`src/rtl/sa_psum_deskew.sv`:
```
// Drain-side collector for the systolic array: removes the per-column skew from
// the saturated partial sums, checks row alignment and buffers rows in an FWFT FIFO.
module sa_psum_deskew #(
    parameter int NUM_COLS      = 4,
    parameter int ADD_DATAWIDTH = 8,
    parameter int FIFO_DEPTH    = 4
) (
    input  logic                              clk,
    input  logic                              rstn,
    input  logic                              i_clear,
    input  logic [NUM_COLS-1:0]               i_psum_valid,
    input  logic [NUM_COLS*ADD_DATAWIDTH-1:0] i_psum,
    output logic                              o_valid,
    input  logic                              i_ready,
    output logic [NUM_COLS*ADD_DATAWIDTH-1:0] o_row,
    output logic [$clog2(FIFO_DEPTH+1)-1:0]   o_count,
    output logic                              o_overflow,
    output logic                              o_skew_err
);
    localparam int W     = ADD_DATAWIDTH;
    localparam int ROW_W = NUM_COLS * W;
    localparam int PTR_W = $clog2(FIFO_DEPTH);
    localparam int CNT_W = $clog2(FIFO_DEPTH + 1);

    logic [NUM_COLS-1:0] dv;
    logic [ROW_W-1:0]    drow;

    // Column c waits NUM_COLS-1-c cycles so every column of a row lines up with the last one.
    for (genvar c = 0; c < NUM_COLS; c++) begin : g_col
        localparam int D = NUM_COLS - 1 - c;
        if (D == 0) begin : g_pass
            assign dv[c]          = i_psum_valid[c];
            assign drow[c*W +: W] = i_psum[c*W +: W];
        end else begin : g_dly
            logic [D-1:0]        v_q;
            logic signed [W-1:0] d_q [D];

            always_ff @(posedge clk or negedge rstn) begin
                if (!rstn) begin
                    v_q <= '0;
                    for (int k = 0; k < D; k++) d_q[k] <= '0;
                end else if (i_clear) begin
                    v_q <= '0;
                    for (int k = 0; k < D; k++) d_q[k] <= '0;
                end else begin
                    v_q[0] <= i_psum_valid[c];
                    d_q[0] <= i_psum[c*W +: W];
                    for (int k = 1; k < D; k++) begin
                        v_q[k] <= v_q[k-1];
                        d_q[k] <= d_q[k-1];
                    end
                end
            end

            assign dv[c]          = v_q[D-1];
            assign drow[c*W +: W] = d_q[D-1];
        end
    end

    logic [ROW_W-1:0] mem_q [FIFO_DEPTH];
    logic [PTR_W-1:0] wr_ptr_q, wr_ptr_d, rd_ptr_q, rd_ptr_d;
    logic [CNT_W-1:0] cnt_q, cnt_d;
    logic             ovf_q, ovf_d, skew_q, skew_d;
    logic             row_all, row_any, full, rd_en, wr_en;

    always_comb begin
        row_all  = &dv;
        row_any  = |dv;
        full     = (cnt_q == CNT_W'(FIFO_DEPTH));
        rd_en    = (cnt_q != '0) && i_ready;
        // A full FIFO still takes a row when the head leaves in the same cycle.
        wr_en    = row_all && (!full || rd_en);
        wr_ptr_d = wr_ptr_q;
        rd_ptr_d = rd_ptr_q;
        cnt_d    = cnt_q;
        ovf_d    = ovf_q;
        skew_d   = skew_q;
        if (i_clear) begin
            wr_ptr_d = '0;
            rd_ptr_d = '0;
            cnt_d    = '0;
            ovf_d    = 1'b0;
            skew_d   = 1'b0;
        end else begin
            if (wr_en) wr_ptr_d = wr_ptr_q + PTR_W'(1);
            if (rd_en) rd_ptr_d = rd_ptr_q + PTR_W'(1);
            cnt_d = cnt_q + CNT_W'(wr_en) - CNT_W'(rd_en);
            if (row_all && full && !rd_en) ovf_d = 1'b1;
            if (row_any && !row_all) skew_d = 1'b1;
        end
    end

    always_ff @(posedge clk or negedge rstn) begin
        if (!rstn) begin
            wr_ptr_q <= '0;
            rd_ptr_q <= '0;
            cnt_q    <= '0;
            ovf_q    <= 1'b0;
            skew_q   <= 1'b0;
            for (int i = 0; i < FIFO_DEPTH; i++) mem_q[i] <= '0;
        end else begin
            wr_ptr_q <= wr_ptr_d;
            rd_ptr_q <= rd_ptr_d;
            cnt_q    <= cnt_d;
            ovf_q    <= ovf_d;
            skew_q   <= skew_d;
            if (i_clear) begin
                for (int i = 0; i < FIFO_DEPTH; i++) mem_q[i] <= '0;
            end else if (wr_en) begin
                mem_q[wr_ptr_q] <= drow;
            end
        end
    end

    assign o_valid    = (cnt_q != '0);
    assign o_row      = mem_q[rd_ptr_q];
    assign o_count    = cnt_q;
    assign o_overflow = ovf_q;
    assign o_skew_err = skew_q;

endmodule

```
`config.mk`:
```
export PLATFORM = sky130hd
export DESIGN_NAME = sa_psum_deskew
export DESIGN_NICKNAME = d
export VERILOG_FILES = /design/src/rtl/sa_psum_deskew.sv
export SDC_FILE = /design/constraint.sdc
export NUM_CORES = 1
export LEC_CHECK = 0
export ABC_AREA = 1
export ABC_CLOCK_PERIOD_IN_PS = 2400
export BUFFER_PORTS_ARGS = -buffer_cell sky130_fd_sc_hd__buf_2
export CORE_MARGIN = 2
export CORE_UTILIZATION = 60
export DETAILED_ROUTE_END_ITERATION = 10
export PLACE_DENSITY_LB_ADDON = 0.12
export SLEW_MARGIN = 20
export SYNTH_ARGS = -nofsm -noshare
export SYNTH_HDL_FRONTEND = slang
export SYNTH_SLANG_ARGS = --single-unit
```
`constraint.sdc`:
```
create_clock -name clk -period 2.4 [get_ports clk]
set_input_delay 0.24 -clock clk [delete_from_list [all_inputs] [get_ports clk]]
set_output_delay 0.24 -clock clk [all_outputs]
set_load 0.02 [all_outputs]
```
# Word-level counts from Yosys, hierarchy flattened
# Index checks and enable logic that the tools add are counted.
dict set report totals {
  register_bits 191
  latch_bits 0
  ramBits 0
  mem_bits_ro 0
  input_bits 40
  output_inout_bits 38
  word_cells 68
  mem_count 0
}
dict set report classes {
  addsub 4
  multipliers 0
  n_div 0
  n_lt_le_gt_ge 3
  n_eq_ne 1
  n_shift 0
  n_mux 23
  bitwise_logic 2
  n_reduce_logical 17
}
# cell n
set ops {}
lappend ops {{128-bit 2-to-1 mux} 2}
lappend ops {{128-bit bitwise mux} 1}
lappend ops {{32-bit 2-to-1 mux} 3}
lappend ops {{32-bit binary-select mux with 2-bit select} 1}
lappend ops {{32-bit demux with 2-bit select} 1}
lappend ops {{24-bit 2-to-1 mux} 1}
lappend ops {{16-bit 2-to-1 mux} 1}
lappend ops {{2-bit 2-to-1 mux} 5}
lappend ops {{8-bit 2-to-1 mux} 1}
lappend ops {{2-bit nonzero test} 4}
lappend ops {{3-bit >= comparator (second input constant)} 2}
lappend ops {{1-bit logical AND} 6}
lappend ops {{3-bit 2-to-1 mux} 2}
lappend ops {{2-bit inverter with 3-bit output} 2}
lappend ops {{1-bit 2-to-1 mux} 5}
lappend ops {{2-bit by 1-bit adder with 2-bit output (second input constant)} 2}
lappend ops {{4-bit AND reduction} 1}
lappend ops {{4-bit OR reduction} 1}
lappend ops {{3-bit by 1-bit adder with 3-bit output} 1}
lappend ops {{3-bit == test (second input constant)} 1}
lappend ops {{1-bit logical NOT} 3}
lappend ops {{3-bit by 1-bit < comparator with 1-bit output (second input constant)} 1}
lappend ops {{3-bit nonzero test} 1}
lappend ops {{3-bit by 1-bit subtractor with 3-bit output} 1}
lappend ops {{1-bit logical OR} 1}

# Longest topological paths before layout
dict set report depth {
  depth_word 8
  mapped_depth 12
  ltp_nobuf 12
}

# Worst setup path after synthesis
# OpenSTA, ideal clock, no wires.
dict set report synth_timing {
  kind {register to register}
  start {reg cnt_q[1] (netlist: o_count[1])}
  end {reg cnt_q[2] (netlist: o_count[2])}
  setup_ps 117
  t_arrival_ps 1972
  required_ps 2283
  slack_ps 311
  path_stages_with_launch 12
  n_path_buf 0
  synth_period_minus_slack_ps 2089
  path_cell_list {dfrtp_1 nor2_1 nand2_1 nand2_1 inv_1 ha_1 inv_1 ha_1 inv_1 fa_1 nor2_1 nor2_1}
}
dict set report synth_via {
  elab_chain_cells 7
  elab_cells_between_ends 9
  cone_classes {add/sub: 2; eq/ne: 1; mux: 1; reduce/logical: 5}
}
# item line_no
set synth_rtl {}
lappend synth_rtl {{start, declared} 62} ;# logic [CNT_W-1:0] cnt_q, cnt_d;
lappend synth_rtl {{start signal, assigned} 104} ;# cnt_q <= cnt_d;
lappend synth_rtl {{3-bit nonzero test *} -}
lappend synth_rtl {{named net o_valid} 13} ;# output logic o_valid,
lappend synth_rtl {{1-bit logical AND *} 70} ;# rd_en = (cnt_q != '0) && i_ready;
lappend synth_rtl {{1-bit logical OR} 72} ;# wr_en = row_all && (!full || rd_en);
lappend synth_rtl {{1-bit logical AND} 72}
lappend synth_rtl {{3-bit by 1-bit adder with 3-bit output} 87} ;# cnt_d = cnt_q + CNT_W'(wr_en) - CNT_W'(rd_en);
lappend synth_rtl {{3-bit by 1-bit subtractor with 3-bit output *} 87}
lappend synth_rtl {{3-bit 2-to-1 mux *} 78} ;# if (i_clear) begin
lappend synth_rtl {{named net cnt_d[2]} 62}
# The timed path passes the listed nets; every way through them passes the cells marked *.
# A chain may end at the register's enable or synchronous reset.

# Worst setup path in the final report
dict set report layout_timing {
  start {reg rd_ptr_q[0]}
  end {out o_row[14]}
}
dict set report layout_via {
  elab_chain_cells 4
}
# item line_no
set layout_rtl {}
lappend layout_rtl {{start, declared} 61} ;# logic [PTR_W-1:0] wr_ptr_q, wr_ptr_d, rd_ptr_q, rd_ptr_d;
lappend layout_rtl {{start signal, assigned} 103} ;# rd_ptr_q <= rd_ptr_d;
lappend layout_rtl {{2-bit inverter with 3-bit output (not written as such)} 116} ;# assign o_row = mem_q[rd_ptr_q];
lappend layout_rtl {{32-bit binary-select mux with 2-bit select} 116}
lappend layout_rtl {{32-bit 2-to-1 mux (not written as such) (2 in a row)} 116}
lappend layout_rtl {{end, declared} 15} ;# output logic [NUM_COLS*ADD_DATAWIDTH-1:0] o_row,
# No other way between the ends. The select of a mux whose other input is x is not followed.

==> results.sh <==
export IMPL_overflow=0
export IMPL_ys_seq_area_frac=0.546
export IMPL_ant_nets=0
export IMPL_numPortBuffers=77
export IMPL_power_density_nw_per_um2=812
export IMPL_synth_async_sr_flop_share=1.00
export IMPL_min_path_type="in2reg"
export IMPL_clk_latency_ns=0.45
export IMPL_yosysWarnings=0
export IMPL_antenna_found_initial=0
export IMPL_crit_arrival_ns=2.00
export IMPL_cts_buffers=17
export IMPL_regToRegSetupSlack_ns=0.29
export IMPL_maxSlewHeadroom=0.613
export IMPL_dieArea_um2=15600
export IMPL_cp_cell_sequence="inv_1 -> buf_12 -> o21ai_0 -> o22ai_1 -> buf_2"
export IMPL_grt_max_degree=117
export IMPL_fin_crit_ns=2.24
export IMPL_synth_area_per_cell_um2=8.15
export IMPL_clk_path_buf_depth=2
export IMPL_setup_slack_ns=0.161
export IMPL_synth_most_common_cell="nand2_1"
export IMPL_nNetsFinal=1191
export IMPL_dieWidth_um=125
export IMPL_synth_main_ff_cell="dfrtp_1"
export IMPL_fin_util=0.699
export IMPL_synth_fp_nets=1121
export IMPL_grt_pass1_wl_mm=35.6
export IMPL_via_count=7368
export IMPL_postCtsSetupRepairBufs=0
export IMPL_yosys_area_top_type="dfrtp_1"
export IMPL_syn_inst=1074
export IMPL_worstPathRequired_ns=2.16
export IMPL_htreeDepth=4
export IMPL_die_y_um=125
export IMPL_globalRouteTotalUtil=0.287
export IMPL_rows=44
export IMPL_multi_input_area_um2=3190
export IMPL_hold_slack_ns=0.00447
export IMPL_dp_slack_ns=0.292
export IMPL_fin_crit_sh=0.933
export IMPL_synth_area_leaders="dfrtp_1 (55%), nand2_1 (12%), nand3_1 (7.7%), nor2_1 (6.6%), inv_1 (4.3%)"
export IMPL_diodes=0
export IMPL_fin_worst_skew_ns=0.0171
export IMPL_cts_tree="built"
export IMPL_drive_above_1_share=0.125
export IMPL_rsz0062_at_grt="false"
export IMPL_ys_types=25
export IMPL_p_leak_nw=5.56
export IMPL_start_util=0.609
export IMPL_vias_per_cell=5.49
export IMPL_outcome="finished, final reports clean"
export IMPL_cts_reportedPaths_clkPinSlew_ns=0.07
export IMPL_critical_path_max_stage_delay_ns=0.55
export IMPL_clock_sinks=191
export IMPL_max_cap_violations=0
export IMPL_io_pins=78
export IMPL_synthToLayoutAreaGrowth_pct=14.7
export IMPL_grt_pass1_vias=7081
export IMPL_worstMarginPinSlew_ns=0.581
export IMPL_wl_per_cell_um=15.9
export IMPL_setup_viol=0
export IMPL_ys_ff_latch=191
export IMPL_synth_area_um2=8750
export IMPL_path_class="reg2out"
export IMPL_gp_congestion=0.790
export IMPL_drc=0
export IMPL_synth_common_cells="nand2_1 (270), dfrtp_1 (191), nor2_1 (153), nand3_1 (134), inv_1 (100)"
export IMPL_drt_pass1_iter_count=6
export IMPL_regArea_um2=4780
export IMPL_crit_path_max_fanout=52
export IMPL_synth_edf_count=0
export IMPL_wl_mm=21.3
export IMPL_worstSetupEndpointType="output pin"
export IMPL_core_area_um2=14400
export IMPL_irDropWorstVdd_mv=0.622
export IMPL_start_kind="register"
export IMPL_setup_tns_final_ns=0
export IMPL_max_freq_mhz=447
export IMPL_drv_slew=0
export IMPL_hold_viol_final=0
export IMPL_dp_hpwl_mm=12.3
export IMPL_root_buffer="clkbuf_16"
export IMPL_netlist_area_leader_share=0.546
export IMPL_cp_slowest_cell="dfrtp_2"
export IMPL_drt_iter0_markers=880
export IMPL_fill_cells=1166
## through the flow
step	std cells	cell area, um2	total power [mW]
global placement	1286	9230	5.37
detailed placement	1286	9230	5.38
global route	1341	10000	8.52
CTS	1341	10000	8.17
floorplan	1074	8750	4.71
finish	1341	10000	8.16
## kinds of logic after synthesis
logic type | after synthesis | share of synthesized area
flops | 191 | 0.546
buf+inv | 176 | 0.0895
fa+ha+maj | 7 | 0.0109
simple gates | 597 | 0.289
xor+xnor | 2 | 0.00200
compound gates | 101 | 0.0625
## routing by layer
layer | wire, um | track usage
met1 | 9450 | 0.409
met2 | 9970 | 0.444
met3 | 1490 | 0.0558
met4 | 399 | 0.100
met5 | 0 | 0
## critical path, delay by kind of cell (launching register included)
| family | cells | cell delay (ns) |
|---|---|---|
| AOI/OAI and AO/OA | 2 | 0.35 |
| buffers and inverters | 3 | 0.66 |
| DFF | 1 | 0.55 |
## area by class of cell
| cell class | instances | area share |
|---|---|---|
| sequential | 191 | 0.476 |
| multi-input combinational | 707 | 0.318 |
| tap | 184 | 0.0229 |
| clock buffer | 19 | 0.0451 |
| inverter | 106 | 0.0406 |
| timing repair buffer | 121 | 0.0847 |
| clock inverter | 13 | 0.0128 |
## layout by cell type (no fill, tap or decap), types with 2 or more instances in the layout
cell type and instances:
buf_12 5, buf_2 75, buf_4 16, clkbuf_16 17, clkbuf_8 3, clkinv_2 2, clkinv_4 4, dfrtp_1 190
dlygate4sd3_1 23, ha_1 6, inv_1 100, inv_2 2, inv_4 4, inv_6 4, nand2_1 270, nand3_1 134
nand3_4 4, nor2_1 153, nor3_1 32, o21ai_0 67, o22ai_1 32, xor2_1 2
## path summary, 6_finish.rpt
| path | start | cells after the start | endpoint |
|---|---|---|---|
| max | rd_ptr_q[0] | 5 | o_row[14] |
| min | i_psum[5] | 3 | g_col[0].g_dly.d_q[21] |
| max reg2reg | o_count[0] | 11 | o_count[2] |
| min reg2reg | g_col[1].g_dly.d_q[15] | 2 | drow[15] |
| max in group asynchronous | rstn | 3 | rd_ptr_q[0] |
| min in group asynchronous | rstn | 2 | mem_q[70] |
## flip-flops by register name (all words and copies together) (netlist names), 2 cells and up
register         cells
drow                16
g_col.g_dly.d_q     32
g_col.g_dly.v_q      6
mem_q              128
o_count              3
rd_ptr_q             2
wr_ptr_q             2
## where the power goes
| group | switching (mW) | internal (mW) |
|---|---|---|
| logic | 1.34 | 0.654 |
| registers | 0.0862 | 3.29 |
| clock network | 1.27 | 1.51 |
| total | 2.70 | 5.46 |
## repair_timing
item / 4_1_cts / 5_1_grt
endpoints found under the hold margin: 83 / 0
endpoints found under the setup margin: 0 / 1
hold buffers: 23 / 0
gates resized for setup: 0 / 1
Note: power is estimated with default switching activity, not from simulation.
